`config.mk`:
```
export PLATFORM = sky130hd
export DESIGN_NAME = shift_seq_unit
export DESIGN_NICKNAME = d
export VERILOG_FILES = /design/src/rtl/shift_seq_unit_pkg.sv /design/src/rtl/shift_seq_unit_dp.sv /design/src/rtl/shift_seq_unit.sv
export SDC_FILE = /design/constraint.sdc
export NUM_CORES = 1
export LEC_CHECK = 0
export BUFFER_PORTS_ARGS = -buffer_cell sky130_fd_sc_hd__buf_2
export CORE_AREA = 5 5 53 55
export DETAILED_ROUTE_END_ITERATION = 10
export DIE_AREA = 0 0 58 60
export GPL_ROUTABILITY_DRIVEN = 0
export MAX_ROUTING_LAYER = met4
export PLACE_DENSITY = 0.74
export SLEW_MARGIN = 40
export SYNTH_ARGS = -nofsm -noshare
export SYNTH_HDL_FRONTEND = slang
export SYNTH_SLANG_ARGS = --single-unit
```
`constraint.sdc`:
```
create_clock -name clk -period 2.2 [get_ports clk]
set_clock_uncertainty 0.1 [all_clocks]
set_input_delay 0.44 -clock clk [delete_from_list [all_inputs] [get_ports clk]]
set_output_delay 0.44 -clock clk [all_outputs]
set_load 0.1 [all_outputs]
```
`src/rtl/shift_seq_unit_pkg.sv`:
```
// Shared types for the shift/step sequencer.
// State codes double as the regime status field; mode codes match the on input.
package shift_seq_unit_pkg;

  typedef enum logic [1:0] {
    S_IDLE = 2'b00,
    S_LOAD = 2'b01,
    S_RUN  = 2'b10,
    S_DONE = 2'b11
  } state_e;

  typedef enum logic [1:0] {
    M_SHL = 2'b00,
    M_SHR = 2'b01,
    M_ROL = 2'b10,
    M_ASR = 2'b11
  } mode_e;

endpackage

```
`src/rtl/shift_seq_unit_dp.sv`:
```
// Datapath: y/s/b registers, shift/rotate mux and step counter.
// Ports: clk, rst (async low), load_en, step_en, mode, x, n -> y, s, b, last.
module shift_seq_unit_dp
  import shift_seq_unit_pkg::*;
#(
  parameter int W  = 8,
  parameter int SW = $clog2(W)
) (
  input  logic          clk,
  input  logic          rst,
  input  logic          load_en,
  input  logic          step_en,
  input  mode_e         mode,
  input  logic [W-1:0]  x,
  input  logic [SW-1:0] n,
  output logic [W-1:0]  y,
  output logic [SW-1:0] s,
  output logic          b,
  output logic          last
);

  localparam logic [SW-1:0] ONE = SW'(1);

  logic [W-1:0]  y_q, y_d;
  logic [SW-1:0] s_q, s_d;
  logic          b_q, b_d;

  // s stays below n, so s+1 never wraps
  assign last = (s_q + ONE) == n;

  always_comb begin
    y_d = y_q;
    s_d = s_q;
    b_d = b_q;
    if (load_en) begin
      y_d = x;
      s_d = '0;
      b_d = 1'b0;
    end else if (step_en) begin
      s_d = s_q + ONE;
      unique case (mode)
        M_SHL: begin
          y_d = {y_q[W-2:0], 1'b0};
          b_d = y_q[W-1];
        end
        M_SHR: begin
          y_d = {1'b0, y_q[W-1:1]};
          b_d = y_q[0];
        end
        M_ROL: begin
          y_d = {y_q[W-2:0], y_q[W-1]};
          b_d = y_q[W-1];
        end
        M_ASR: begin
          y_d = {y_q[W-1], y_q[W-1:1]};
          b_d = y_q[0];
        end
        default: begin
          y_d = y_q;
          b_d = b_q;
        end
      endcase
    end
  end

  always_ff @(posedge clk or negedge rst) begin
    if (!rst) begin
      y_q <= '0;
      s_q <= '0;
      b_q <= 1'b0;
    end else begin
      y_q <= y_d;
      s_q <= s_d;
      b_q <= b_d;
    end
  end

  assign y = y_q;
  assign s = s_q;
  assign b = b_q;

endmodule

```
`src/rtl/shift_seq_unit.sv`:
```
// Shift/rotate sequencer top: control FSM, mode/count latches, status.
// Ports: clk, rst, x, on, n, start, abort -> y, s, b, regime, active, done.
module shift_seq_unit
  import shift_seq_unit_pkg::*;
#(
  parameter  int W  = 8,
  localparam int SW = $clog2(W)
) (
  input  logic          clk,
  input  logic          rst,
  input  logic [W-1:0]  x,
  input  logic [1:0]    on,
  input  logic [SW-1:0] n,
  input  logic          start,
  input  logic          abort,
  output logic [W-1:0]  y,
  output logic [SW-1:0] s,
  output logic          b,
  output logic [1:0]    regime,
  output logic          active,
  output logic          done
);

  state_e        state_q, state_d;
  mode_e         mode_q, mode_d;
  logic [SW-1:0] n_q, n_d;
  logic          active_q, active_d;
  logic          done_q, done_d;
  logic          load_en, step_en, last;

  always_comb begin
    state_d = state_q;
    mode_d  = mode_q;
    n_d     = n_q;
    load_en = 1'b0;
    step_en = 1'b0;
    unique case (state_q)
      S_IDLE: begin
        if (start) begin
          state_d = S_LOAD;
          mode_d  = mode_e'(on);
          n_d     = n;
        end
      end
      S_LOAD: begin
        load_en = 1'b1;
        if (abort) begin
          state_d = S_IDLE;
        end else if (n_q == '0) begin
          state_d = S_DONE;
        end else begin
          state_d = S_RUN;
        end
      end
      S_RUN: begin
        if (abort) begin
          state_d = S_IDLE;
        end else begin
          step_en = 1'b1;
          if (last) begin
            state_d = S_DONE;
          end
        end
      end
      S_DONE: begin
        state_d = S_IDLE;
      end
      default: begin
        state_d = S_IDLE;
      end
    endcase
    // status flops track the state being entered
    active_d = (state_d == S_LOAD) || (state_d == S_RUN);
    done_d   = (state_d == S_DONE);
  end

  always_ff @(posedge clk or negedge rst) begin
    if (!rst) begin
      state_q  <= S_IDLE;
      mode_q   <= M_SHL;
      n_q      <= '0;
      active_q <= 1'b0;
      done_q   <= 1'b0;
    end else begin
      state_q  <= state_d;
      mode_q   <= mode_d;
      n_q      <= n_d;
      active_q <= active_d;
      done_q   <= done_d;
    end
  end

  shift_seq_unit_dp #(
    .W  (W),
    .SW (SW)
  ) u_dp (
    .clk     (clk),
    .rst     (rst),
    .load_en (load_en),
    .step_en (step_en),
    .mode    (mode_q),
    .x       (x),
    .n       (n_q),
    .y       (y),
    .s       (s),
    .b       (b),
    .last    (last)
  );

  assign regime = state_q;
  assign active = active_q;
  assign done   = done_q;

endmodule

```
**Yosys cells after proc, flatten, opt, wreduce, memory -nomap -nowiden**

Index checks and enable logic that the tools add are counted.

- Logic and storage cells: 47
- Register bits: 21
- Output and inout port bits: 16
- Bits of input ports: 17

- Eq/ne operators: 11
- Mux-type cells: 17
- Add/subtract/negate cells: 1
- Reduce and logical (&&, ||, !) cells: 9

Operator list:

| operator | number |
|---|---|
| $pmux 8 s4 | 1 |
| $mux 8 | 2 |
| $eq 2x2->1 const B | 6 |
| $mux 2 | 4 |
| $pmux 2 s4 | 1 |
| $eq 2x1->1 const B | 3 |
| $mux 1 | 6 |
| $mux 3 | 2 |
| $logic_not 2->1 | 2 |
| $reduce_and 2->1 | 2 |
| $reduce_or 2->1 | 2 |
| $add 3x1->3 const B | 1 |
| $eq 3x3->1 | 1 |
| $logic_not 3->1 | 1 |
| $ne 2x2->1 const B | 1 |
| $pmux 1 s2 | 1 |
| $reduce_bool 2->1 | 1 |
| $logic_or 1x1->1 | 1 |

**Longest topological paths before layout**

Gate-level depths: netlist of the first run.

- Depth after elaboration: 7
- Depth in mapped cells: 5
- Depth with buffers taken out: 5

**Hierarchy**

Synthesis of the first run repeated with hierarchy kept, for this count alone.

- Cell total of the unflattened synthesis: 92
- Area, all modules: 1066.0 µm²

Modules (own cells, without submodules):

| module | times used | cells each | seq. area each (µm²) | area each (µm²) |
|---|---|---|---|---|
| shift_seq_unit_dp | 1 | 69 | 300.3 | 693.2 |
| shift_seq_unit | 1 | 23 | 225.2 | 372.9 |

**Least setup slack after synthesis of the first run**

Ideal clock, no wire load.

- Kind: register to register
- Start: reg state_q[1] (netlist: regime[1])
- End: reg active_q (netlist: active)
- Slack: -284 ps
- Setup time: 126 ps
- Data required time: 1974 ps
- Period minus slack after synthesis: 2484 ps
- Buffers on the path: 2
- Stages on the path, launching flop included: 6
- Arrival: 2258 ps
- Path through: dfrtp_1 or3b_1 buf_2 buf_6 o41ai_1 ha_1

- Word-level cells in the longest chain between the ends: 5
- Elaborated cells on any way between the ends: 11
- Classes of those cells: 5 x eq/ne; 4 x mux; 2 x reduce/logical

Ends and longest elaborated chain:

| element | RTL line | text |
|---|---|---|
| start, declared | shift_seq_unit.sv:24 | `state_e state_q, state_d;` |
| start signal, assigned | shift_seq_unit.sv:85 | `state_q <= state_d;` |
| $mux 2 | shift_seq_unit.sv:60 | `if (last) begin` |
| $mux 2 | shift_seq_unit.sv:56 | `if (abort) begin` |
| $pmux 2 s4 * | shift_seq_unit.sv:37 | `unique case (state_q)` |
| $eq 2x1->1 or $eq 2x2->1 (tied branches) | shift_seq_unit.sv:73 | `active_d = (state_d == S_LOAD) \|\| (state_d == S_RUN);` |
| $logic_or 1x1->1 * | shift_seq_unit.sv:73 |  |
| via active_d | shift_seq_unit.sv:27 | `logic active_q, active_d;` |
| end signal, assigned | shift_seq_unit.sv:88 | `active_q <= active_d;` |
| end, declared | shift_seq_unit.sv:27 |  |

Mark *: on every way through the listed nets, which the timed path passes. The rest lies on a longest branch.
A chain may end at the register's enable or synchronous reset.

**Final worst setup path of the first run**

- Start: reg u_dp.s_q[0] (netlist: u_dp.s[0])
- End: reg active_q (netlist: active)

- Word-level cells in the longest chain between the ends: 7
- Elaborated cells on any way between the ends: 8
- Classes of those cells: 1 x add/sub; 3 x eq/ne; 3 x mux; 1 x reduce/logical

Ends and longest elaborated chain:

| element | RTL line | text |
|---|---|---|
| start, declared | shift_seq_unit_dp.sv:25 | `logic [SW-1:0] s_q, s_d;` |
| start signal, assigned | shift_seq_unit_dp.sv:69 | `s_q <= '0;` |
| start signal, assigned | shift_seq_unit_dp.sv:73 | `s_q <= s_d;` |
| $add 3x1->3 * | shift_seq_unit_dp.sv:29 | `assign last = (s_q + ONE) == n;` |
| $eq 3x3->1 * | shift_seq_unit_dp.sv:29 |  |
| $mux 2 * | shift_seq_unit.sv:60 |  |
| $mux 2 * | shift_seq_unit.sv:56 |  |
| $pmux 2 s4 * | shift_seq_unit.sv:37 |  |
| $eq 2x1->1 or $eq 2x2->1 (tied branches) | shift_seq_unit.sv:73 |  |
| $logic_or 1x1->1 * | shift_seq_unit.sv:73 |  |
| via active_d | shift_seq_unit.sv:27 |  |

Marks and branches as above.

==> results.txt, run 1 <==
The number of different library cells used by synthesis comes to 28. The capturing instance or port of the critical path was active. The number of ports placed on the die boundary came out at 33. For the worst flop-to-flop path, the logic depth is 4. The min-delay analysis places its worst path in the category primary input to flop. The routed length per placed instance was 14.38 µm; the mean instance size in the synthesized netlist was 10.58 µm². 0 antenna diodes ended up in the layout. Of the total synthesized cell area, the portion taken by AND, OR, NAND and NOR gates is 19.12%. The xor-xnor portion of the synthesized cell area was 3.345%. The die covers 3480 µm². For the number of maximum-capacitance violations, the log shows 0.

The number of global-route vias before repair is 885, and the global-route wire length before repair is 3967 µm. The initial utilization of the core area, before any placement, comes to 44.71%. The number of clock sinks was 21; the remaining design rule violation count was 0.

In this run the remaining antenna-violating nets after routing total 0. With fillers left out, the area of the finished cells amounts to 1282 µm². During synthesis, Yosys emitted a total of 0 warnings. Across all register-to-register paths, the minimum setup slack is 370 ps. The flow ran to the end, and the final reports show no timing, DRC or antenna violations. Measured along the x axis, the die boundary spans 58 µm.

The worst path required time is 2290 ps. TritonCTS built the clock tree. The mapped netlist covers 1047 µm². Setup slack closes at 372.9 ps. The clock latency reported for the late side of the worst-skew pair is 300 ps. The leftover overflow at the end of global routing was 0; the number of antenna violations at the first check in global routing was 0.

For the number of failing hold endpoints at the final stage, the log shows 0. Critical path endpoint category: a flop. In this run the worst setup path begins at u_dp.s[0]. In this run the worst path has a maximum fanout of 5. The placement-stage worst setup slack came out at 347.8 ps. For this run, the post-layout net count is 154. From synthesis to final layout, the design area changed by 22.46%.

The data arrival time of the worst path is 1920 ps. Summing the areas of all fa, ha and maj instances in the mapped netlist gives 2.389% of the synthesized area. The run gives 1245 µm² as the placed instance area. The register bit count reported by yosys is 21.

The die is 60 µm tall. The startpoint identified for the worst register-to-register timing path is u_dp.s[0]. The sequential cells in the finished layout cover a total of 530.5 µm².

Summing the areas of all compound-gate instances in the mapped netlist gives 15.05% of the synthesized area. Counting I/O delays and the setup requirement, the final critical path takes 1827 ps. The total negative slack was 0 ps; the total of buffers placed on input and output ports was 32. Final number of max-transition violations: 0. The number of nets handed over by synthesis was 118.

The first TritonRoute pass finished after 4 iterations. The post-route netlist has 37.31% of its cells at a drive strength greater than 1. The worst setup path is of the flop to flop kind. Sequential elements use 50.18% of the synthesized area.

For the setup violation total in the final timing report, the log shows 0. The count of mapped cells out of synthesis was 99. The worst register-to-register path ends at active. The clock input transition at the sequential cells of the worst setup and hold paths is 120 ps, and the area inside the core boundary is 2342 µm².

The tree is rooted in a clkbuf_4. The timing-limited maximum frequency is 547.3 MHz. Number of levels in the clock H-tree: 1. Summed over all layers, the routed wires come to 2358 µm. For the pin with the worst max-slew slack, the measured transition is 637.6 ps. The number of clock buffers added by TritonCTS is 3. The combined global-route utilization of all metal layers was 15.14%; the normalized max-slew margin was 57.31%. The multi-input combinational cells in the finished layout cover a total of 494.2 µm². Once detailed placement completed, the half-perimeter wirelength came to 1767 µm. The number of DRC violations after detailed-routing iteration 0 is 10.

The initialized floorplan defines 18 standard-cell rows. Dividing the detail-routed via count by the number of cells gives 5.311. Pin count of the biggest net entering global routing: 22.

After synthesis, the largest family of logic cells by area is simple AND/OR/NAND/NOR gates. Measured against the total synthesized area, the mux share comes to 7.288%. The run gives 871 as the total via count in the routed design. Setup repair after global routing left no endpoint under its margin. The tools report the launching element type of the critical path as a flop.

The tools report the buffer depth of the longest clock path as 2. Counting the fill cells in the layout gives 224. Final clock period utilization by the worst path: 83.05%.
sequential cells by signal, indices dropped and copies added, names as in the netlist:
| signal | flops |
|---|---|
| active | 1 |
| done | 1 |
| mode_q | 2 |
| n_q | 3 |
| regime | 2 |
| u_dp.b | 1 |
| u_dp.s | 3 |
| u_dp.y | 8 |
area by class of cell:
class / count / share of cell area, %
Sequential cell: 21 / 41.37
Multi-Input combinational cell: 73 / 38.54
Tap cell: 30 / 2.927
Clock inverter: 1 / 0.3902
Timing Repair Buffer: 36 / 15.02
Clock buffer: 3 / 1.756
worst max-delay path, stage by stage (launching register included):
cell and delay, ps:
dfrtp_2 460, ha_1 330, xor2_1 160, o41ai_1 370, ha_1 290
cell usage after synthesis:
cell | number | share of area [%]
nand2_1 | 11 | 3.9
xnor2_1 | 3 | 2.5
clkbuf_1 | 3 | 1.1
o41ai_1 | 2 | 1.7
a21oi_1 | 2 | 0.96
dfrtp_1 | 21 | 50
nand3_1 | 3 | 1.4
buf_2 | 1 | 0.48
nand2b_1 | 1 | 0.60
o31ai_1 | 6 | 4.3
nor4_1 | 1 | 0.60
or2b_1 | 1 | 0.72
o21ai_0 | 4 | 1.9
mux2_2 | 5 | 5.4
buf_6 | 1 | 1.1
ha_1 | 2 | 2.4
mux2i_1 | 2 | 1.9
o21ai_1 | 1 | 0.48
xor2_1 | 1 | 0.84
a211oi_1 | 6 | 4.3
nand3b_1 | 1 | 0.72
a221oi_1 | 1 | 0.84
nor3b_2 | 2 | 2.4
a31oi_1 | 1 | 0.60
nor2b_1 | 8 | 4.8
or3b_1 | 1 | 0.84
nor2_1 | 7 | 2.5
and2_1 | 1 | 0.60
through the flow:
step	utilization (%)	hold WS, ps	std cells
2_1_floorplan	-	44.41	99
3_3_place_gp	53.15	322.3	159
3_5_place_dp	53.15	325.4	159
4_1_cts	54.75	226.5	164
5_1_grt	54.75	221.4	164
6_report	54.75	234.2	164
kinds of logic after synthesis:
| group | count (synthesis) |
|---|---|
| compound gates | 23 |
| xor+xnor | 4 |
| fa+ha+maj | 2 |
| buf+inv | 5 |
| flops | 21 |
| mux | 7 |
| simple gates | 37 |
placed cells by master (no fill, tap or decap), drive strengths merged:
master / Yosys / final
nor2b: 8 / 8
ha: 2 / 2
nand3: 3 / 3
a21oi: 2 / 2
nand2b: 1 / 1
clkbuf: 3 / 3
nand2: 11 / 11
nor3b: 2 / 2
nand3b: 1 / 1
xor2: 1 / 1
dfrtp: 21 / 21
a211oi: 6 / 6
buf: 2 / 35
o21ai: 5 / 5
nor4: 1 / 1
a221oi: 1 / 1
or3b: 1 / 1
nor2: 7 / 7
o31ai: 6 / 6
mux2: 5 / 5
o41ai: 2 / 2
dlygate4sd3: 0 / 1
mux2i: 2 / 2
xnor2: 3 / 3
and2: 1 / 1
clkinv: 0 / 1
a31oi: 1 / 1
or2b: 1 / 1
worst min path at each step:
stage                     from         to  slack (ps)  cells past startpoint
final                     x[1]  u_dp.y[1]         230                      3
after global routing      x[1]  u_dp.y[1]         220                      3
after CTS                 x[1]  u_dp.y[1]         230                      3
after detailed placement   rst  u_dp.y[4]         330                      1
after global placement     rst  u_dp.y[3]         320                      1
after floorplan            rst     active          40                      0
layer usage:
metal | wire (µm) | GRT usage [%]
met1 | 1088 | 19.32
met2 | 1101 | 24.52
met3 | 155 | 2.592
met4 | 12 | 4.967
met5 | 0 | -
repair_timing:
item	in CTS	in global routing
hold buffers	1	0
endpoints found under the hold margin	21	0
resized for setup	0	0
setup buffers	0	0
endpoints found under the setup margin	0	0
Power of run 1 is not shown: default switching activity piles up to over one toggle a cycle in this logic, so the estimate is an artifact.
==> run 2: changes to the inputs <==
Clock period 2.2 ns to 1.8 ns, I/O delays scaled along.
==> results.txt, run 2 (same netlist as run 1, synthesis figures left out) <==
TritonCTS built the clock tree. The logs give 1890 ps (-400 ps) for the worst path required time and 4 (unchanged) for the number of detailed-routing iterations run before antenna repair. The highest net fanout along the worst path works out to 2 (-3). The full die area came out at 3480 µm² (unchanged). The most common cell after layout, fill and taps aside is buf_2. For hold timing, the worst endpoint is u_dp.y[3]. The number of clock sinks was 21 (unchanged).

Setup repair after global routing could not meet its margin everywhere. The pin count of the biggest net entering global routing was 22 (unchanged); the leftover overflow at the end of global routing was 0 (unchanged). In the layout the commonest cells are 32 x buf_2, 16 x dfrtp_1, 11 x nand2_1. The number of failing hold endpoints at the final stage was 0 (unchanged). The number of maximum-capacitance violations came out at 0 (unchanged).

Clock input transition at the sequential cells of the worst setup and hold paths: 110 ps (about the same). Final number of max-transition violations: 0 (unchanged). The critical path endpoint category was a flop.

STA classifies the critical path startpoint as a flop. The worst flop-to-flop path endpoint was active. The worst hold path begins at x[3].

The number of cells traversed by the worst register-to-register path was 5 (+1). For this design, the slowest cell found on the critical path is dfrtp_4. The worst register-to-register path begins at u_dp.s[0]. The number of DRC violations after detailed-routing iteration 0 is 19 (+9). The slew of the pin with the lowest slew margin is 501.0 ps (-136.6 ps). The flow ran to the end, and the final reports show no timing, DRC or antenna violations. The sum of buffers and inverters on the critical path works out to 0 (unchanged). The critical path is of the flop to flop type. For the number of core rows, the log shows 18 (unchanged). The min-delay analysis places its worst path in the category primary input to flop. The data arrival time of the worst path is 1870 ps (-50 ps), and the HPWL after detailed placement is 1733 µm (-1.9%). The tools report the remaining design rule violation count as 0 (unchanged). The CTS root buffer is clkbuf_4. Timing-limited maximum frequency: 561.7 MHz (+2.6%). The hold slack was 155.7 ps (-78.46 ps); the global-route wire length before repair was 4091 µm (+3.1%). For the routed wire length, the log shows 2315 µm (-1.8%).

The share of cells above drive strength 1 is 41.30% (+4.0 points). The run gives 44.71% (unchanged) as the initial core utilization. The total via count in the routed design is 880 (+1.0%).

The area growth from synthesis to layout is 28.91%. Combined global-route utilization of all metal layers: 15.81% (+0.67 points). The die extent in x works out to 58 µm (unchanged). The logs give 2342 µm² (unchanged) for the area inside the core boundary and 20 ps (-350 ps) for the reg2reg setup slack.

The total of buffers placed on input and output ports was 32 (unchanged). The critical path goes through ha_4 > xnor2_2 > xnor2_1 > o41ai_2 > ha_1. The flip-flop count of the largest register after layout is 8 (unchanged), and the total number of nets in the final design is 158 (+2.6%).

The setup violation total in the final timing report was 0 (unchanged). The routed length per placed instance is 13.78 µm (-4.2%), and the overall die height is 60 µm (unchanged). The average via count per standard cell came out at 5.238 (-1.4%).

The normalized max-slew margin is 66.60% (+9.3 points). The antenna cell count was 0 (unchanged); the total setup buffers inserted after CTS was 0 (unchanged). The clock latency reported for the late side of the worst-skew pair is 290 ps (about the same), and the final clock period utilization by the worst path is 98.90% (+16 points). The number of global-route vias before repair was 922 (+4.2%); the final critical delay including setup and external delays was 1780 ps (-46.95 ps). The cell family contributing the most delay on the critical path is flip-flops. The run gives 1 (unchanged) as the number of levels in the clock H-tree. The buffer depth of the longest clock path came out at 2 (unchanged). The number of ports placed on the die boundary came out at 33 (unchanged). The instance count along the most critical hold path was 3 (unchanged); the residual antenna-violating net count after detailed routing was 0 (unchanged).

The logs give 0 (unchanged) for the number of antenna violations at the first check in global routing and 3 (unchanged) for the number of buffers inserted during clock tree synthesis. The largest stage delay on the critical path was 510 ps (+50 ps).
run 2: cell count changes in the layout (fill, tap and decap cells not counted), sizes merged:
cell	change
buf	+4
clkbuf	+1
clkinv	-1
run 2: stage by stage:
stage	instance area [µm²]	util, %	std cells	setup TNS, ps	worst slack, ps
finish	1350	57.64	168	0	19.83
global route	1350	57.64	168	-98.40	-53.08
CTS	1343	57.32	168	0	9.848
detailed placement	1306	55.77	163	0	21.24
global placement	1306	55.77	163	0	45.07
floorplan	1090	-	99	-161.5	-153.6
run 2: area by class of cell:
class	instances	area, µm²
clock buffers	4	26.28
flip-flops and latches	21	541.8
multi-input cells	73	521.8
repair buffers	40	222.7
well taps	30	37.54
fillers	212	992.2
run 2: per-layer routing:
metal | share of wire [%] | vias to the layer above | track usage [%] | wire, µm
met4 | 0.43 | 0 | 5.960 | 10
met2 | 50 | 28 | 27.26 | 1159
met1 | 42 | 420 | 18.80 | 983
met5 | 0 | - | - | 0
li1 | - | 430 | - | -
met3 | 7.0 | 2 | 2.160 | 162
run 2: worst max-delay path by stage:
stage / start / to / slack (ps) / cells past startpoint
3_3_place_gp: u_dp.s[1] / active / 50 / 5
4_1_cts: regime[0] / regime[0] / 10 / 3
3_5_place_dp: abort / regime[0] / 20 / 4
2_1_floorplan: regime[0] / active / -150 / 5
5_1_grt: regime[0] / regime[0] / -50 / 3
6_report: u_dp.s[0] / active / 20 / 5
run 2: worst register-to-register path, stage by stage (launching register included):
cell	delay, ps
dfrtp_4	510
ha_4	180
xnor2_2	130
xnor2_1	160
o41ai_2	340
ha_1	270
run 2: repair_timing:
action                     CTS  global route
resized for setup            0             1
hold buffers                 1             0
setup endpoints to repair    0             2
hold endpoints to repair    21             0
Power of run 2 is left out for the same reason.
